### config.mk
export PLATFORM = sky130hd
export DESIGN_NAME = deser8
export DESIGN_NICKNAME = d
export VERILOG_FILES = /design/src/rtl/deser_pkg.sv /design/src/rtl/deser8_sipo_shreg.sv /design/src/rtl/deser8.sv
export SDC_FILE = /design/constraint.sdc
export NUM_CORES = 1
export LEC_CHECK = 0
export BUFFER_PORTS_ARGS = -buffer_cell sky130_fd_sc_hd__buf_2
export CAP_MARGIN = 30
export CORE_MARGIN = 3
export CORE_UTILIZATION = 46
export DETAILED_ROUTE_END_ITERATION = 16
export PLACE_DENSITY = 0.72
export SYNTH_ARGS = -nofsm -noshare
export SYNTH_HDL_FRONTEND = slang
export SYNTH_SLANG_ARGS = --single-unit
export TNS_END_PERCENT = 100
### constraint.sdc
create_clock -name clk -period 1.45 [get_ports clk]
set_input_delay 0 -clock clk [delete_from_list [all_inputs] [get_ports clk]]
set_output_delay 0 -clock clk [all_outputs]
set_load 0.03 [all_outputs]
### src/rtl/deser_pkg.sv
// Shared deserializer definitions: FSM state encoding, default sync pattern
// and the serial bit-order convention agreed with the serializer.
package deser_pkg;

    typedef enum logic {
        HUNT   = 1'b0,
        LOCKED = 1'b1
    } state_t;

    localparam logic [7:0] SYNC_DEFAULT = 8'hBC;

    // First bit on the wire is word bit 0.
    localparam bit LSB_FIRST = 1'b1;

endpackage

### src/rtl/deser8_sipo_shreg.sv
// Serial-in parallel-out window register fed in the link bit order.
// Latency: dout reflects din one cycle after a shift; clear wins over shift.
// Backpressure: none, shifts whenever shift is high.
module sipo_shreg
    import deser_pkg::*;
#(
    parameter int WIDTH = 8
) (
    input  logic             clk,
    input  logic             rst_n,
    input  logic             shift,
    input  logic             clear,
    input  logic             din,
    output logic [WIDTH-1:0] dout
);

    always_ff @(posedge clk or negedge rst_n) begin
        if (!rst_n) begin
            dout <= '0;
        end else if (clear) begin
            dout <= '0;
        end else if (shift) begin
            dout <= LSB_FIRST ? {din, dout[WIDTH-1:1]} : {dout[WIDTH-2:0], din};
        end
    end

endmodule

### src/rtl/deser8.sv
// Sync-word aligned serial-to-parallel deserializer, LSB-first input.
// Latency: word_valid one cycle after the strobe edge of a word's last bit.
// Backpressure: none; consumer must take every word_valid pulse.
module deser8
    import deser_pkg::*;
#(
    parameter int              WIDTH     = 8,
    parameter logic [WIDTH-1:0] SYNC_WORD = WIDTH'(SYNC_DEFAULT),
    localparam int             CNT_W     = $clog2(WIDTH)
) (
    input  logic             clk,
    input  logic             rst_n,
    input  logic             bit_in,
    input  logic             bit_valid,
    input  logic             align,
    output logic [WIDTH-1:0] word_out,
    output logic             word_valid,
    output logic             word_is_sync,
    output logic             locked,
    output logic [CNT_W-1:0] bit_cnt
);

    state_t             state, state_nxt;
    logic [WIDTH-1:0]   window;
    logic [WIDTH-1:0]   shifted;
    logic [CNT_W-1:0]   cnt_nxt;
    logic [WIDTH-1:0]   word_nxt;
    logic               wv_nxt, ws_nxt;
    logic               shift, clear;

    sipo_shreg #(.WIDTH(WIDTH)) u_shreg (
        .clk   (clk),
        .rst_n (rst_n),
        .shift (shift),
        .clear (clear),
        .din   (bit_in),
        .dout  (window)
    );

    // Window contents as they will be after this bit is shifted in.
    assign shifted = LSB_FIRST ? {bit_in, window[WIDTH-1:1]} : {window[WIDTH-2:0], bit_in};

    always_ff @(posedge clk or negedge rst_n) begin
        if (!rst_n) begin
            state        <= HUNT;
            bit_cnt      <= '0;
            word_out     <= '0;
            word_valid   <= 1'b0;
            word_is_sync <= 1'b0;
        end else begin
            state        <= state_nxt;
            bit_cnt      <= cnt_nxt;
            word_out     <= word_nxt;
            word_valid   <= wv_nxt;
            word_is_sync <= ws_nxt;
        end
    end

    always_comb begin
        state_nxt = state;
        cnt_nxt   = bit_cnt;
        word_nxt  = word_out;
        wv_nxt    = 1'b0;
        ws_nxt    = 1'b0;
        shift     = 1'b0;
        clear     = 1'b0;
        if (align) begin
            // Resync drops any strobe in the same cycle; word_out is kept.
            state_nxt = HUNT;
            cnt_nxt   = '0;
            clear     = 1'b1;
        end else if (bit_valid) begin
            shift = 1'b1;
            case (state)
                HUNT: begin
                    cnt_nxt = '0;
                    if (shifted == SYNC_WORD) begin
                        state_nxt = LOCKED;
                    end
                end
                LOCKED: begin
                    cnt_nxt = bit_cnt + 1'b1;
                    if (bit_cnt == CNT_W'(WIDTH - 1)) begin
                        word_nxt = shifted;
                        wv_nxt   = 1'b1;
                        ws_nxt   = (shifted == SYNC_WORD);
                    end
                end
                default: state_nxt = HUNT;
            endcase
        end
    end

    assign locked = (state == LOCKED);

endmodule

== Yosys cells after proc, flatten, opt, wreduce, memory -nomap -nowiden ==
Index checks and enable logic that the tools add are counted.

* Equality and inequality tests: 2
* Shift-type cells: 0
* Bitwise operators: 2
* Multipliers: 0
* $add $sub $neg: 1
* Order comparisons: 0
* Reductions and logical operators: 3
* Multiplexer cells: 20
* Divide/modulo/power cells: 0

{| class="wikitable"
|+ Operators with widths
! cell !! count
|-
| two-way mux 8 bit || 2
|-
| two-way mux 1 bit || 15
|-
| == test 8 bit (second input constant) || 1
|-
| two-way mux 3 bit || 2
|-
| one-hot mux 3 bit (2 select lines) || 1
|-
| AND reduction 4 bit || 1
|-
| nonzero test 2 bit || 2
|-
| adder 3 x 1 -> 3 bit (second input constant) || 1
|-
| == test 3 bit (second input constant) || 1
|-
| inverter 1 bit || 2
|}

* Input port bits: 5
* Latch bits: 0
* Memory bits (read-only): 0
* Word-level logic and storage cells: 34
* Output and inout bits: 14
* Memories kept: 0
* RAM bits: 0
* Bits in registers: 22

== Longest topological paths before layout ==
Gate-level depths: netlist of run 1.

* Depth in word-level cells: 5
* Depth in mapped cells: 4
* Gate-level depth less buffers: 4

== By module ==
Synthesis of run 1 repeated with hierarchy kept, for this count alone.

* Cells, all modules: 69
* Area total of the unflattened synthesis: 924.6 um2

{| class="wikitable"
|+ Modules (own cells, without submodules)
! module !! instances !! seq. area each (um2) !! area an instance (um2) !! cells an instance
|-
| deser8 || 1 || 350.3 || 599.3 || 43
|-
| sipo_shreg || 1 || 200.2 || 325.3 || 26
|}

== Least setup slack after synthesis of run 1 ==
No wires, ideal clock.

* Path type: flip-flop to flip-flop
* Start: register bit_cnt[0]
* End: register word_out[4]
* Required time: 1322 ps
* Slack: -156 ps
* Stages on the path, launching flop included: 5
* Period minus slack after synthesis: 1606 ps
* Arrival time: 1479 ps
* Path buffers: 0
* Library setup time: 128 ps
* Path through: dfrtp_1 -> ha_1 -> ha_1 -> nand4b_2 -> mux2_1

* Word-level cells in the longest chain between the ends: 2

{| class="wikitable"
|+ Ends and longest elaborated chain
! item !! line !! source
|-
| from (decl) || deser8.sv:20 || <nowiki>output logic [CNT_W-1:0] bit_cnt</nowiki>
|-
| from (signal assigned) || deser8.sv:52 || <nowiki>bit_cnt <= cnt_nxt;</nowiki>
|-
| == test 3 bit || deser8.sv:83 || <nowiki>if (bit_cnt == CNT_W'(WIDTH - 1)) begin</nowiki>
|-
| AND reduction 4 bit (no line) || -- ||
|-
| to (signal assigned) || deser8.sv:53 || <nowiki>word_out <= word_nxt;</nowiki>
|-
| to (decl) || deser8.sv:16 || <nowiki>output logic [WIDTH-1:0] word_out,</nowiki>
|}

Every way passes these cells.
A chain may end at the register's enable or synchronous reset.

== Worst setup path after layout of run 1 ==
* Start: register bit_cnt[1]
* End: register word_out[2]

The elaborated chain is that of the path after synthesis.

==> results.py, run 1 <==
metrics = {
    "synth": {
        "synth-seq-area-share": 0.6061,
        "synth-adder-area-share": 0.02886,
        "syn_area_per_cell_um2": 13.55,
        "synth-compound-area-share": 0.03608,
        "synthXorXnorAreaFrac": 0,
        "synth_seq_cells": 21,
        "synth_top_family_by_area": "multiplexers",
        "ys_warn_count": 0,
        "yosys.area_share.simple": 0.1255,
        "synthMuxAreaShare": 0.1847,
        "syn-num-nets": 71,
        "ys_types": 18,
        "synth.cell_area_um2": 867.1,
        "synth_cells": 64,
    },
    "timing": {
        "hold_viol": 0,
        "clock.fmax_ghz": 0.7327,
        "slew_headroom": 0.6880,
        "worst-slew-pin-transition_ps": 468.0,
        "fin_worst_skew_ps": 8.770,
        "drv_slew": 0,
        "rsz0062_at_grt": "false",
        "layout_setup_ws_ps": 85.20,
        "timing.final.crit_share": 0.9412,
        "setup-violations-final": 0,
        "period_minus_slack_ps": 1365,
    },
    "clocking": {
        "cts.reportedPaths.clkPinSlew_ps": 120,
        "clkSinkCount": 21,
        "cts_root_buf": "clkbuf_4",
        "clk_latency_ps": 300,
        "tritoncts": "yes",
        "cts_htree_levels": 1,
        "cts_buffer_depth": 2,
        "cts_made_buffers": 3,
    },
    "critical_path": {
        "worstPathRequired_ps": 1640,
        "worstPathMaxFanout": 4,
        "path_class": "reg -> reg",
        "end_kind": "flop",
        "crit_arrival_ps": 1560,
        "startpoint_type": "flop",
    },
    "layout": {
        "final_common_cell": "dfrtp_1",
        "diodes": 0,
        "area_growth_pct": 25.97,
        "drive_above_1_share": 0.4270,
        "finalInstanceArea_mm2": 0.001092,
        "finalNonFillerCells": 114,
        "final_cell_mix": "dfrtp_1 (19), buf_2 (18), mux2i_1 (7), nor2_1 (7), mux2_2 (6)",
        "nets": 97,
    },
    "pwr": {
        "pwr-share-seq": 0.643,
        "power.density_mw_per_mm2": 842.8,
        "p_int_uw": 712.5,
        "p_leak_uw": 0.0006040,
        "pwr-share-clk": 0.300,
        "comb_power_share": 0.057,
        "switching_power_uw": 208.1,
        "ir_drop_mv": 0.6727,
        "finalPower_uw": 920.5,
        "switching_share": 0.2260,
    },
    "floorplanning": {
        "start_util": 0.4968,
        "die_height_um": 49.42,
        "fp.dieW_um": 49.42,
        "die_area_mm2": 0.002442,
        "core_mm2": 0.001745,
        "rows": 15,
        "ios": 19,
    },
    "drt": {
        "first_iter_violations": 4,
        "wirelength_mm": 1.547,
        "wl_per_cell_um": 13.57,
        "drc": 0,
        "vias_per_cell": 5.167,
        "via_count": 589,
        "firstDrtPassIters": 3,
        "ant_nets": 0,
    },
    "placement": {
        "post-place-ws_ps": 35.32,
        "dpl.hpwl_mm": 1.042,
        "dp_cells": 106,
        "place_congestion": 0.6960,
        "io_buffers": 18,
        "place_area_mm2": 0.001003,
    },
    "outcome": {
        "outcome": "completed",
    },
    "grt": {
        "gr-total-overflow": 0,
        "grt_usage": 0.1479,
        "grt_pass1_vias": 586,
        "antenna_found_initial": 0,
        "grt_max_degree": 22,
        "grt_pass1_wl_mm": 2.760,
    },
    "worst_hold_path": {
        "hp-class": "in -> reg",
    },
    "run": {
        "maxCapViolCount": 0,
    },
}
[kinds of logic after synthesis]
kind of cell | after synthesis
flip-flops | 21
AND/OR/NAND/NOR | 18
AO/OA/AOI/OAI | 4
adder cells (fa/ha/maj) | 2
multiplexers | 15
buffers and inverters | 4
[power groups by stage]
stage | combinational (µW) | sequential (µW) | clock, µW
final | 52.1 | 592 | 276
after global routing | 58.5 | 593 | 313
after CTS | 50.6 | 592 | 287
after detailed placement | 46.6 | 603 | 0
after global placement | 46.3 | 603 | 0
after floorplan | 22.3 | 602 | 0
[area by class of cell]
type | instances | area [µm²]
Inverter | 2 | 7.507
Timing Repair Buffer | 22 | 125.1
Clock buffer | 3 | 22.52
Tap cell | 25 | 31.28
Multi-Input combinational cell | 40 | 372.9
Sequential cell | 21 | 528.0
Clock inverter | 1 | 5.005
Fill cell | 155 | 653.1
[final timing paths]
path | startpoint | endpoint | slack, ps | cells after the start
max reg2reg | bit_cnt[1]$_DFFE_PN0P_ | word_out[2]$_DFFE_PN0P_ | 90 | 4
max | bit_cnt[1]$_DFFE_PN0P_ | word_out[2]$_DFFE_PN0P_ | 90 | 4
min in group asynchronous | rst_n | word_valid$_DFF_PN0_ | 170 | 2
min | align | u_shreg.dout[2]$_DFFE_PN0P_ | 30 | 2
max in group asynchronous | rst_n | bit_cnt[1]$_DFFE_PN0P_ | 930 | 2
min reg2reg | word_out[7]$_DFFE_PN0P_ | word_out[7]$_DFFE_PN0P_ | 500 | 1
[synth_stat cells]
cell type   n  area (µm²)
mux2_2      6       67.56
nand2b_1    4       25.02
mux2i_1     7       70.07
buf_2       1       5.000
a21oi_1     3       15.01
inv_1       2       7.510
ha_1        2       25.02
nor2_1      7       26.28
or4b_4      1       13.76
dfrtp_1    21       525.5
nand4b_2    1       15.01
mux2_1      2       22.52
nor3_1      1       5.000
nand3_1     2       10.01
o32ai_2     1       16.27
nand3b_1    1       7.510
nand4_1     1       6.260
clkbuf_1    1       3.750
[critical path, stage by stage (launching register included)]
cell and delay (ps):
dfrtp_2 430, ha_2 200, ha_4 170, nand4b_4 110
mux2_2 340
[layer usage]
metal / global-route usage / routed length [µm] / vias up
met5: 0 / 0 / -
met4: 0.06912 / 30 / 0
met3: 0.03058 / 58 / 4
met2: 0.2210 / 713 / 16
met1: 0.2056 / 745 / 289
li1: - / - / 280
[flip-flops by register name, summed over array words and instances (netlist names)]
signal	cells
word_out	8
locked	1
word_valid	1
u_shreg.dout	7
word_is_sync	1
bit_cnt	3
[per-stage QoR]
step                hold WS, ps  setup TNS [ps]    util
floorplan                -295.6          -11.42       -
global placement         -22.91               0  0.5749
detailed placement       -23.00               0  0.5749
CTS                       14.37               0  0.6022
global route              41.34               0  0.6258
finish                    34.61               0  0.6258
[repair_timing]
| action | in CTS | in global routing |
|---|---|---|
| setup endpoints to repair | 0 | 8 |
| setup buffers | 0 | 1 |
| gates resized for setup | 0 | 2 |
| endpoints found under the hold margin | 23 | 0 |
| hold buffers | 2 | 0 |
Power figures use the tool's default switching activity.
==> run 2: changes to the inputs <==
PLACE_DENSITY = 0.82   (was 0.72)
==> run 2 against run 1 <==
  * Via count shrank 3.1%
  * Cell count unchanged
  * Setup slack lost 55 ps
  * Highest routed layer is now met3
==> results.py, run 2 (synthesis results as in run 1) <==
metrics = {
    "critical_path": {
        "worstReg2RegStart": "bit_cnt[1]$_DFFE_PN0P_",
        "critPathMaxStageDelay_ps": 430,
        "r2r_end": "word_out[6]$_DFFE_PN0P_",
        "path_cells": "ha_2, ha_2, nand4b_2, mux2_2",
        "crit_path_frequent_cell": "ha_2",
        "crit_arrival_ps": 1600,
        "r2r_slack_ps": 30,
        "worstRegToRegCells": 4,
        "crit_slowest_cell": "dfrtp_2",
        "path_class": "reg -> reg",
        "worstPathMaxFanout": 5,
        "worstPathRequired_ps": 1630,
        "end_kind": "flop",
        "startpoint_type": "flop",
    },
    "pwr": {
        "power.density_mw_per_mm2": 848.1,
        "p_int_uw": 716.0,
        "pwr-share-clk": 0.293,
        "p_leak_uw": 0.0005925,
        "switching_power_uw": 193.3,
        "ir_drop_mv": 0.6119,
        "switching_share": 0.2126,
        "pwr-share-seq": 0.651,
        "comb_power_share": 0.056,
        "finalPower_uw": 909.4,
    },
    "drt": {
        "via_count": 571,
        "top_layer": "met3",
        "met2_length_um": 728,
        "vias_per_cell": 5.009,
        "wl_per_cell_um": 13.61,
        "route.met3.wl_um": 95,
        "first_iter_violations": 10,
        "drc": 0,
        "firstDrtPassIters": 2,
        "ant_nets": 0,
        "wl_met1_um": 728,
        "wirelength_mm": 1.552,
    },
    "layout": {
        "finalInstanceArea_mm2": 0.001072,
        "final_common_cell": "dfrtp_1",
        "diodes": 0,
        "regMostFlops": "word_out",
        "nets": 97,
        "drive_above_1_share": 0.4157,
        "final_cell_mix": "dfrtp_1 (19), buf_2 (18), mux2i_1 (7), nor2_1 (7), mux2_2 (6)",
        "reg_top3": "word_out x8, u_shreg.dout x7, bit_cnt x3",
        "final_util": 0.6143,
        "largest_reg_flops": 8,
        "area_growth_pct": 23.67,
    },
    "floorplanning": {
        "ios": 19,
        "core_mm2": 0.001745,
        "fp.dieW_um": 49.42,
        "rows": 15,
        "start_util": 0.4968,
        "die_area_mm2": 0.002442,
        "die_height_um": 49.42,
    },
    "run": {
        "maxCapViolCount": 0,
    },
    "placement": {
        "place_area_mm2": 0.001003,
        "place_congestion": 0.6917,
        "io_buffers": 18,
        "dpl.hpwl_mm": 1.018,
    },
    "timing": {
        "fin_worst_skew_ps": 7.076,
        "rsz0062_at_grt": "true",
        "clock.fmax_ghz": 0.7044,
        "setup-violations-final": 0,
        "period_minus_slack_ps": 1420,
        "worst-slew-pin-transition_ps": 449.2,
        "timing.final.crit_share": 0.9791,
        "slew_headroom": 0.7005,
        "drv_slew": 0,
        "hold_viol": 0,
    },
    "grt": {
        "grt_pass1_vias": 560,
        "grt_max_degree": 22,
        "grt_usage": 0.1385,
        "antenna_found_initial": 0,
        "gr-total-overflow": 0,
        "grt_pass1_wl_mm": 2.573,
    },
    "clocking": {
        "cts_htree_levels": 1,
        "clk_latency_ps": 290,
        "cts_made_buffers": 3,
        "tritoncts": "yes",
        "cts_root_buf": "clkbuf_4",
        "clkSinkCount": 21,
        "cts_buffer_depth": 2,
        "cts.reportedPaths.clkPinSlew_ps": 110,
    },
    "worst_hold_path": {
        "worstHoldStart": "align",
        "hp-class": "in -> reg",
        "min_to": "bit_cnt[1]$_DFFE_PN0P_",
        "hold_depth": 2,
    },
    "outcome": {
        "outcome": "completed",
    },
}
## run 2: cell count changes in the layout (fill, tap and decap cells not counted), sizes merged
| cell | change |
|---|---|
| clkinv | -1 |
| clkbuf | +1 |
## run 2: critical path, delay by kind of cell, from the launching register on
kind	cells	cell delay (ps)
fa+ha+maj	2	380
flops	1	430
simple gates	1	150
mux	1	350
## run 2: how the worst max path moves through the flow
stage                     slack [ps]  cells after the start              startpoint                 endpoint
after detailed placement          30                      4  bit_cnt[1]$_DFFE_PN0P_  word_out[5]$_DFFE_PN0P_
after floorplan                   -6                      4  bit_cnt[0]$_DFFE_PN0P_  word_out[4]$_DFFE_PN0P_
after CTS                         10                      4  bit_cnt[1]$_DFFE_PN0P_  word_out[5]$_DFFE_PN0P_
after global routing             -20                      4  bit_cnt[1]$_DFFE_PN0P_  word_out[1]$_DFFE_PN0P_
final                             30                      4  bit_cnt[1]$_DFFE_PN0P_  word_out[6]$_DFFE_PN0P_
after global placement            60                      4  bit_cnt[1]$_DFFE_PN0P_  word_out[1]$_DFFE_PN0P_
## run 2: layer usage
layer  global-route usage  vias to the layer above
li1                     -                      274
met1               0.1905                      281
met2               0.2121                       16
met3              0.04893                        0
met4              0.02765                        0
met5                    0                        -
## run 2: cell type report
class	count	area, µm²
fillers	153	673.1
inverters	2	7.507
well taps	25	31.28
clock buffers	4	26.28
repair buffers	22	125.1
multi-input cells	40	354.1
flip-flops and latches	21	528.0
## run 2: timing repair
item | CTS | global route
hold buffers | 2 | 0
gates resized for setup | 0 | 0
endpoints found under the setup margin | 0 | 8
endpoints found under the hold margin | 23 | 0
setup buffers | 0 | 1
## run 2: through the flow
step                std cells  hold WS, ps  TNS [ps]  setup slack, ps
finish                    114        34.14         0            30.30
global route              114        38.23    -46.63           -15.55
CTS                       112        16.92         0            9.579
detailed placement        106       -26.35         0            29.23
global placement          106       -31.30         0            60.24
floorplan                  64       -295.6    -11.42           -5.710
## run 2: power by group through the flow
stage | Clock (µW) | Sequential [µW] | Combinational [µW]
finish | 266 | 592 | 51.0
floorplan | 0 | 602 | 22.3
global route | 308 | 593 | 57.1
global placement | 0 | 603 | 45.2
detailed placement | 0 | 603 | 46.1
CTS | 285 | 592 | 50.3
